## src/rtl/mac8_add_sequencer.sv

```systemverilog
// MAC8 sequencer: shift-and-add 8x8 multiply on a shared external 16-bit adder,
// then accumulate the product into a 16-bit register with a sticky overflow flag.
module mac8_add_sequencer (
   input  logic        clk,
   input  logic        rst_n,
   input  logic        in_valid,
   output logic        in_ready,
   input  logic [7:0]  in_a,
   input  logic [7:0]  in_b,
   input  logic        in_clr,
   output logic        out_valid,
   input  logic        out_ready,
   output logic [15:0] out_acc,
   output logic        out_ovf,
   output logic [15:0] add_a,
   output logic [15:0] add_b,
   output logic        add_cin,
   input  logic [15:0] add_sum
);

   typedef enum logic [1:0] {IDLE, MUL, ACC, DONE} state_t;

   state_t      state;
   logic [7:0]  a_r;
   logic [7:0]  b_r;
   logic        clr_r;
   logic [15:0] p;
   logic [2:0]  k;
   logic        carry;

   // Adder operands depend only on registered state, never on in_valid/out_ready.
   always_comb begin
      add_a = out_acc;
      add_b = '0;
      case (state)
         MUL: begin
            add_a = p;
            add_b = b_r[k] ? ({8'b0, a_r} << k) : '0;
         end
         ACC: begin
            add_a = clr_r ? '0 : out_acc;
            add_b = p;
         end
         default: ;
      endcase
   end

   assign add_cin = 1'b0;

   // Carry-out of the accumulate add, recovered from the operand and sum MSBs.
   assign carry = (add_a[15] & add_b[15]) | ((add_a[15] | add_b[15]) & ~add_sum[15]);

   always_ff @(posedge clk) begin
      if (!rst_n) begin
         state     <= IDLE;
         a_r       <= '0;
         b_r       <= '0;
         clr_r     <= 1'b0;
         p         <= '0;
         k         <= '0;
         out_acc   <= '0;
         out_ovf   <= 1'b0;
         out_valid <= 1'b0;
         in_ready  <= 1'b1;
      end else begin
         case (state)
            IDLE: begin
               if (in_valid) begin
                  a_r      <= in_a;
                  b_r      <= in_b;
                  clr_r    <= in_clr;
                  p        <= '0;
                  k        <= '0;
                  in_ready <= 1'b0;
                  state    <= MUL;
               end
            end
            MUL: begin
               p <= add_sum;
               k <= k + 3'd1;
               if (k == 3'd7) state <= ACC;
            end
            ACC: begin
               out_acc   <= add_sum;
               out_ovf   <= clr_r ? 1'b0 : (out_ovf | carry);
               out_valid <= 1'b1;
               state     <= DONE;
            end
            DONE: begin
               if (out_ready) begin
                  out_valid <= 1'b0;
                  in_ready  <= 1'b1;
                  state     <= IDLE;
               end
            end
            default: state <= IDLE;
         endcase
      end
   end

endmodule
```

## config.mk

```make
export PLATFORM = sky130hd
export DESIGN_NAME = mac8_add_sequencer
export DESIGN_NICKNAME = d
export VERILOG_FILES = /design/src/rtl/mac8_add_sequencer.sv
export SDC_FILE = /design/constraint.sdc
export NUM_CORES = 1
export LEC_CHECK = 0
export BUFFER_PORTS_ARGS = -buffer_cell sky130_fd_sc_hd__buf_2
export CAP_MARGIN = 20
export CORE_UTILIZATION = 52
export DETAILED_ROUTE_END_ITERATION = 8
export PLACE_DENSITY = 0.9
export REMOVE_ABC_BUFFERS = 1
export SLEW_MARGIN = 25
export SYNTH_ARGS = -nofsm -noshare
export SYNTH_HDL_FRONTEND = slang
export SYNTH_SLANG_ARGS = --single-unit
```

## constraint.sdc

```tcl
create_clock -name clk -period 2.38 [get_ports clk]
set_input_delay 0.357 -clock clk [delete_from_list [all_inputs] [get_ports clk]]
set_output_delay 0.357 -clock clk [all_outputs]
set_load 0.1 [all_outputs]
```

==> flow_summary.yaml <==
place:
  gp_congestion: 0.837
  dpl.hpwl_microns: 5740
  pre_cts_ws_ns: -0.0222
  port_buffers: 87
detailed_routing:
  highest_layer: "met4"
  routed-wl-met2_microns: 4490
  initialDrtViolationCount: 193
  wirelength_met1_microns: 3510
  first_pass_iters: 5
  drc: 0
  routed_wl_microns: 8900
  ant_nets: 0
  avgViaCountPerCell: 5.87
  route.detailed.wl_per_inst_microns: 18.1
  dr_wl_met3_microns: 618
  vias: 2881
die:
  die_w_microns: 77.8
  die_y_microns: 77.8
  die-area_sq_um: 6050
  initial_core_util: 0.543
  pin_count: 89
  rows: 27
  core_sq_um: 5510
synth:
  ys_seq_area_frac: 0.382
  ys.flop_type: "dfxtp_1"
  synthTopCellsByArea: "dfxtp_1 (38%), mux2i_1 (10%), nor2b_1 (7.7%)"
  synth_top_cell_area_share: 0.382
  syn_area_sq_um: 2990
  synth-edff-count: 0
  synth-seq-cells: 57
  yosysUniqueCellTypes: 36
  synth.avg_cell_area_sq_um: 9.05
  async_reset_ff_frac: 0
  synthCells: 330
  synth_top_cell_by_area: "dfxtp_1"
  ys_warn_count: 0
worst_setup_path:
  r2r_start: "state[0]$_SDFFE_PN0P_"
  cpPeakStageDelay_ns: 0.58
  crit_buf_inv: 1
  rr_worst_depth: 8
  criticalPathCategory: "reg -> out"
  slowest_stage: "mux4_2"
  ff2ff_setup_slack_ns: 0.66
  required_ns: 2.02
  cp_cell_sequence: "mux4_2, nand3b_4, nand2_1, a22o_1, buf_12"
  startpoint: "k[0]$_SDFFE_PN0P_"
  cp-start-kind: "flip-flop"
  crit_fanout: 7
  crit_end: "add_b[9]"
  r2r-end: "out_ovf$_SDFFE_PN0N_"
  crit_cells: 5
  cp-end-kind: "primary output"
  cp.arrival_ns: 2.00
  path_delay_family: "multiplexers"
cells_and_area:
  fin_nets: 458
  fillers: 343
  antenna_cells: 0
  layout_commonest_cell: "nand2_1"
  seqCellArea_sq_um: 1150
  syn2layout_area_growth_pct: 41.8
  drive_gt1_frac: 0.344
  multi_input_area_sq_um: 1770
  layout_common_cells: "nand2_1 (57), buf_2 (55), dfxtp_1 (52)"
timing:
  worst_pin_slew_ns: 0.794
  tns_ns: 0
  skew_ns: 0.00741
  slew_headroom: 0.470
  final.min_clock_period_ns: 2.36
  setup_viol: 0
  hold_viol: 0
  slew_violations: 0
  fmax_mhz: 425
  setup_slack_ns: 0.0245
  fin_crit_sh: 0.990
pwr:
  power.leakage_nw: 1.71
  intPower_mw: 2.53
  pwr-share-seq: 0.272
  p_switching_mw: 2.54
  pwr-share-clk: 0.156
  swShare: 0.501
  ir_drop_mv: 0.846
  p_comb_frac: 0.572
  p_per_area_nw_per_um2: 1200
clock_tree:
  clk_transition_reported_paths_ns: 0.06
  htreeDepth: 3
  cts_tree: "yes"
  cts_root_buf: "clkbuf_8"
  cts_max_path_buffers: 2
  clock_latency_ns: 0.33
  numCtsBuffers: 9
  cts_sinks: 57
global_routing:
  overflow: 0
  grtUsageTotal: 0.296
  grt_pass1_vias: 2821
  grt_max_degree: 58
  grt_pass1_wl_microns: 13900
  antenna_found_initial: 0
job:
  drv_cap: 0
min_path:
  hold_path_class: "in -> reg"
run_status:
  status: "complete, no violations"
## worst min-delay path by stage
stage / from / endpoint / slack (ns) / cells after the start
final: in_a[0] / a_r[0]$_SDFFE_PN0P_ / 0.28 / 3
after global routing: in_a[1] / a_r[1]$_SDFFE_PN0P_ / 0.29 / 3
after CTS: in_a[3] / a_r[3]$_SDFFE_PN0P_ / 0.28 / 3
after detailed placement: b_r[2]$_SDFFE_PN0P_ / b_r[2]$_SDFFE_PN0P_ / 0.47 / 2
after global placement: b_r[7]$_SDFFE_PN0P_ / b_r[7]$_SDFFE_PN0P_ / 0.45 / 2
after floorplan: rst_n / in_ready$_SDFFE_PN1P_ / 0.43 / 1
## sequential cells by signal, indices dropped and copies added, names as in the netlist
register / flops
a_r: 8
b_r: 8
clr_r: 1
in_ready: 1
k: 3
out_acc: 16
out_ovf: 1
out_valid: 1
p: 16
state: 2
## cell families after synthesis
kind of cell | after synthesis | share of synthesized area
flops | 57 | 0.382
simple gates | 112 | 0.188
other cells | 1 | 0.00126
fa+ha+maj | 7 | 0.0293
buf+inv | 35 | 0.0599
compound gates | 80 | 0.197
mux | 38 | 0.143
## power by group through the flow
stage	logic, mW	registers [mW]	clock network [mW]
final	2.90	1.38	0.792
after global routing	3.03	1.40	0.851
after CTS	2.77	1.37	0.805
after detailed placement	2.69	1.37	0
after global placement	2.63	1.35	0
after floorplan	1.41	1.84	0
## synthesized netlist by cell type (all sizes together), types with 7 or more instances
cell type,count
inv,8
nor2b,37
buf,17
clkbuf,10
dfxtp,57
a21boi,17
ha,7
nand2,57
a22o,19
o21ai,14
mux2i,31
and2,7
a22oi,19
## what timing repair did
action | 4_1_cts | 5_1_grt
hold buffers | 0 | 0
endpoints found under the hold margin | 0 | 0
endpoints found under the setup margin | 30 | 16
gates resized for setup | 26 | 12
pin swaps | 1 | 4
setup buffers | 0 | 4
## worst min-delay path, delay by kind of cell
kind / cells / cell delay [ns]
buffers and inverters: 1 / 0.09
AOI/OAI and AO/OA: 1 / 0.06
and+or+nand+nor: 1 / 0.04
## cell type report
class                   instances  area share
clock buffers                  13      0.0375
clock inverters                 3     0.00355
inverters                       8     0.00709
multi-input cells             238       0.419
flip-flops and latches         57       0.273
well taps                      72      0.0213
repair buffers                100       0.239
## metrics by stage
step / utilization / std cells / power, mW / hold WS (ns) / cell area, sq um
5_1_grt: 0.769 / 491 / 5.28 / 0.287 / 4240
3_3_place_gp: 0.711 / 471 / 3.98 / 0.454 / 3910
2_1_floorplan: - / 303 / 3.25 / 0.433 / 2840
4_1_cts: 0.754 / 487 / 4.94 / 0.277 / 4150
3_5_place_dp: 0.711 / 471 / 4.06 / 0.467 / 3910
6_report: 0.769 / 491 / 5.07 / 0.283 / 4240
## metal layers
layer	GRT usage	vias to the layer above
met5	0	-
met1	0.340	1399
met3	0.0718	27
met4	0.104	0
met2	0.529	144
li1	-	1311
(Power assumes the default switching activity.)
